<file path="src/rtl/alu_rr_arbiter.sv">
// Round-robin arbiter/sequencer sharing one ALU32 among 8 requesters.
// Optional back-to-back lock hold is enabled by defining ALU_ARB_LOCK_EN.
module alu_rr_arbiter #(
    parameter int unsigned ALU_LAT = 2
) (
    input  logic       clk,
    input  logic       rst,
    input  logic [7:0] req,
    input  logic [7:0] lock,
    output logic [7:0] gnt,
    output logic [2:0] gnt_idx,
    output logic       alu_start,
    output logic [7:0] ack,
    output logic       busy
);

    typedef enum logic [1:0] {StIdle, StBusy, StAck} state_e;

    localparam logic [3:0] CntLoad = 4'(ALU_LAT - 1);

    state_e     state_q, state_d;
    logic [2:0] ptr_q, ptr_d;
    logic [2:0] idx_q, idx_d;
    logic [3:0] cnt_q, cnt_d;
    logic [7:0] gnt_q, gnt_d;
    logic [7:0] ack_q, ack_d;
    logic       start_q, start_d;
    logic       busy_q, busy_d;

    logic [2:0] win;
    logic       found;
    logic       relock;

`ifdef ALU_ARB_LOCK_EN
    assign relock = lock[idx_q] & req[idx_q];
`else
    logic unused_lock;
    assign relock      = 1'b0;
    assign unused_lock = ^lock;
`endif

    // Scan from ptr upward, wrapping through the 3-bit index.
    always_comb begin
        win   = ptr_q;
        found = 1'b0;
        for (int i = 0; i < 8; i++) begin
            if (!found && req[ptr_q + 3'(i)]) begin
                win   = ptr_q + 3'(i);
                found = 1'b1;
            end
        end
    end

    always_comb begin
        state_d = state_q;
        ptr_d   = ptr_q;
        idx_d   = idx_q;
        cnt_d   = cnt_q;
        gnt_d   = gnt_q;
        ack_d   = 8'd0;
        start_d = 1'b0;
        busy_d  = busy_q;
        unique case (state_q)
            StIdle: begin
                if (found) begin
                    state_d = StBusy;
                    idx_d   = win;
                    gnt_d   = 8'd1 << win;
                    start_d = 1'b1;
                    cnt_d   = CntLoad;
                    busy_d  = 1'b1;
                end
            end
            StBusy: begin
                if (cnt_q != 4'd0) begin
                    cnt_d = cnt_q - 4'd1;
                end else begin
                    state_d = StAck;
                    ack_d   = gnt_q;
                    ptr_d   = idx_q + 3'd1;
                end
            end
            StAck: begin
                if (relock) begin
                    state_d = StBusy;
                    start_d = 1'b1;
                    cnt_d   = CntLoad;
                end else begin
                    state_d = StIdle;
                    gnt_d   = 8'd0;
                    busy_d  = 1'b0;
                end
            end
            default: state_d = StIdle;
        endcase
    end

    always_ff @(posedge clk) begin
        if (rst) begin
            state_q <= StIdle;
            ptr_q   <= 3'd0;
            idx_q   <= 3'd0;
            cnt_q   <= 4'd0;
            gnt_q   <= 8'd0;
            ack_q   <= 8'd0;
            start_q <= 1'b0;
            busy_q  <= 1'b0;
        end else begin
            state_q <= state_d;
            ptr_q   <= ptr_d;
            idx_q   <= idx_d;
            cnt_q   <= cnt_d;
            gnt_q   <= gnt_d;
            ack_q   <= ack_d;
            start_q <= start_d;
            busy_q  <= busy_d;
        end
    end

    assign gnt       = gnt_q;
    assign gnt_idx   = idx_q;
    assign alu_start = start_q;
    assign ack       = ack_q;
    assign busy      = busy_q;

endmodule

</file>
<file path="config.mk">
export PLATFORM = sky130hd
export DESIGN_NAME = alu_rr_arbiter
export DESIGN_NICKNAME = d
export VERILOG_FILES = /design/src/rtl/alu_rr_arbiter.sv
export SDC_FILE = /design/constraint.sdc
export NUM_CORES = 1
export LEC_CHECK = 0
export ABC_AREA = 1
export BUFFER_PORTS_ARGS = -buffer_cell sky130_fd_sc_hd__clkbuf_2
export CAP_MARGIN = 20
export CORE_MARGIN = 1.5
export CORE_UTILIZATION = 45
export DETAILED_ROUTE_END_ITERATION = 10
export GPL_TIMING_DRIVEN = 0
export PLACE_DENSITY = 0.72
export SYNTH_ARGS = -nofsm -noshare
export SYNTH_HDL_FRONTEND = slang
export SYNTH_SLANG_ARGS = --single-unit
</file>
<file path="constraint.sdc">
create_clock -name clk -period 3.1 [get_ports clk]
set_input_delay 0.31 -clock clk [delete_from_list [all_inputs] [get_ports clk]]
set_output_delay 0.31 -clock clk [all_outputs]
set_load 0.05 [all_outputs]
</file>
==> results by group <==
STA
  – Slew HR: 73.8%
  – Period utilisation layout: 88.7%
  – Worst-Margin Slew: 393 ps
  – RSZ-0062 raised after global routing: false
  – Clock Skew: 4.25 ps
  – Crit path time final: between 2000 and 3000 ps
  – Final Worst Setup Slack: 349 ps
  – Slew Viols, Final: 0
  – Final setup TNS: 0 ps
  – Final count of negative-setup-slack endpoints: 0
  – Final Hold Fails: 0
  – FMAX: 364 MHz

Synth
  – Area of the mapped netlist: 0.00193 sq mm
  – Post-Synth Adder-Cell Area: under 10%
  – Post-synth EDFFs: 0
  – Mapped Cells: slightly below 300
  – Simple-gate share of the synthesized area: 44.8%
  – Ranking of synthesized cells by area: dfxtp_1 (31%), nand2_1 (17%), nand3_1 (11%)
  – Mean Syn Cell Area: 6.52 sq um
  – Main combinational cell family by area after synthesis: simple AND/OR/NAND/NOR gates
  – Post-synthesis mux area share: 0%
  – Library cells used by synthesis: 31
  – Leading area contributor after synthesis: dfxtp_1
  – Post-synth top area share: 31.1%
  – Post-synth top flop: dfxtp_1
  – Post-synthesis sequential area ratio: 31.1%
  – Asr flop ratio synth: 0%
  – Synth warn: 0
  – Syn Nets: 318
  – Seq cells post-synth: 30
  – Compound-Gate Fraction of Synth Area: 10.5%
  – Xor/xnor cell area share of the yosys netlist: approximately 1.3%

Detailed routing
  – Remaining DRCs: 0
  – Vias per inst: 5.02
  – DRT iter0 DRCs: 75
  – Total wire length: 4110 um
  – Final ANT Viol Nets: 0
  – Drt wl/cell: 10.7 um
  – Vias: 1922
  – First-pass iteration count of the detailed router: 4

Placed design
  – Number of port buffers: 30
  – DP Wirelength: 3260 um
  – Place WS: roughly 160 ps
  – Placed cells: 376
  – Routability cong.: 0.887

Clock network
  – Hold_buf cts: 0
  – H-tree levels: 2
  – CTS Buffer Depth: 2
  – Clock tree from TritonCTS: yes
  – Clk slew on worst S/H paths: about 60 ps
  – Worst skew pair latency: 280 ps
  – Clock Tree Root: clkbuf_8
  – Clock Sinks: 30
  – Total CTS buffers: 5

Outcome
  – Status: completed

GRT
  – Largest net degree at the start of global routing: 11
  – Total GRT Usage: 19.5%
  – First-pass GRT wire length: 6910 um
  – GRT overflow: 0
  – Vias in the first global route: 1583
  – Initial antenna violation count: 0

Floorplanning
  – Core area: 0.00406 sq mm
  – Chip height: 68.5 um
  – Die Span X: a little under 70 um
  – I/O Pins: 39
  – Die Area: ~0.0047 sq mm
  – Initial Utilization: 47.6%
  – Row cnt: 23

Pwr
  – Leak Pwr: about 1.1 nW
  – VDD IR max: 0.617 mV
  – P per Cell Area: 1220 mW/mm^2

Run
  – Max Cap Viol: 0

Finish
  – Final Non-Filler Cells: 383
  – Ant. Diodes: 0
  – Nets: 355
  – Area grow syn2layout: 15.0%
  – Final core utilization: 54.7%
  – Share of post-route cells with drive strength above 1: 22.8%

Hold path
  – Worst hold path depth: 2
  – Worst Hold End: state_q[0]
  – Worst Min Path Start: rst
  – Hold Crit Class: in -> reg

Worst setup path
  – CP max stage cell: ha_1
  – Type of origin of the critical path: flip-flop
  – Crit-path max cell delay: 410 ps
  – CP endpoint kind: flip-flop
  – Path depth of the worst reg2reg path: 18
  – CP most frequent cell: inv_2
  – FF-to-FF End: gnt[0]
  – Setup CP Type: reg -> reg
  – R2R setup slack: 350 ps
  – Reg-to-Reg Start: ptr_q[0]
  – CP cell instances: inv_2 > buf_6 > ha_1 > inv_2 > nand3_1 > nand3_1 > nand2_2 > nor2_4 > nand4_4 > nor2_4 > nand3_2 > nand2_1 > inv_2 > nand2_2 > nand2_1 > nor2_1 > nand4_1 > a21oi_1
  – Crit path required time: around 3300 ps
  – Worst Path Max Fanout: 10
  – Crit path DAT: ~3000 ps
[report_power, final]
| group | leakage [nW] | internal [mW] | switching (mW) |
|---|---|---|---|
| clock | 0.0383 | 0.154 | 0.129 |
| sequential | 0.245 | 0.478 | 0.0685 |
| combinational | 0.783 | 0.553 | 1.32 |
[routing by layer]
metal  share of wire [%]  vias to the layer above  GRT usage [%]
met5                   0                        -              0
met4                0.83                        0           4.50
met3                 5.7                        6           5.36
met2                  44                       42           30.0
met1                  50                      837           27.2
li1                    -                     1037              -
[placed cells by master, fill, tap and decap left out]
cell type and instances:
inv_1 26, buf_6 3, nand2_1 87, a31oi_1 1, inv_2 10, o21ai_2 1
clkbuf_8 5, a21oi_4 1, nor3_1 1, nand4_1 8, clkbuf_2 30, a22o_1 1
nand3_2 2, clkbuf_1 3, nand4_4 1, dfxtp_2 1, o21bai_2 1, xnor2_1 1
o21bai_1 2, xor2_2 1, dfxtp_1 29, a21oi_2 1, o21ai_0 6, nand2_2 13
buf_4 1, nand4_2 1, nor2_4 4, ha_1 4, o21ai_1 2, a21oi_1 16
nor2_1 26, o31ai_1 1, clkinv_1 2, nand3_1 41
[flip-flops by register name, indices dropped and copies added (netlist names)]
register and flops:
gnt_idx 3, ptr_q 3, alu_start 1, ack 8
state_q 2, gnt 8, cnt_q 4, busy 1
[final cells by class]
type | instances | area (sq um)
fillers | 428 | 1840
flip-flops and latches | 30 | 602
inverters | 38 | 143
well taps | 50 | 62.6
plain buffers | 5 | 45.0
multi-input cells | 223 | 1140
clock buffers | 7 | 76.3
repair buffers | 30 | 150
[logic make-up after synthesis]
| family | after synthesis |
|---|---|
| AND/OR/NAND/NOR | 184 |
| AO/OA/AOI/OAI | 33 |
| buffers and inverters | 43 |
| XOR/XNOR | 2 |
| flip-flops | 30 |
| adder cells (fa/ha/maj) | 4 |
[worst max-delay path by stage]
stage,start,endpoint,depth (start not counted)
3_5_place_dp,ptr_q[1],gnt[0],17
4_1_cts,ptr_q[1],gnt[0],17
5_1_grt,ptr_q[0],gnt_idx[2],21
6_report,ptr_q[0],gnt[0],18
3_3_place_gp,ptr_q[1],gnt_idx[2],18
2_1_floorplan,ptr_q[0],gnt_idx[1],17
[repair_timing]
| item | 4_1_cts | 5_1_grt |
|---|---|---|
| gates resized for setup | 0 | 2 |
| setup endpoints to repair | 0 | 15 |
| setup buffers | 0 | 0 |
[metrics by stage]
stage	hold slack [ps]	total power, mW	cell area (sq um)
5_1_grt	336	2.97	2220
3_5_place_dp	434	2.42	2140
3_3_place_gp	431	2.40	2140
6_report	304	2.71	2220
4_1_cts	296	2.71	2220
2_1_floorplan	394	2.06	1930
[synth_stat cells (all sizes together), types with 2 or more instances]
master	n
nand4	10
inv	36
dfxtp	30
nand2	100
a21oi	18
nand3	43
o21ai	9
ha	4
clkinv	2
buf	4
nor2	30
o21bai	3
[critical path, delay by kind of cell, from the launching register on]
family | cells | cell delay, ps
flops | 1 | 360
simple gates | 12 | 1340
fa+ha+maj | 1 | 410
compound gates | 1 | 140
buf+inv | 4 | 410
Power figures use the tool's default switching activity.
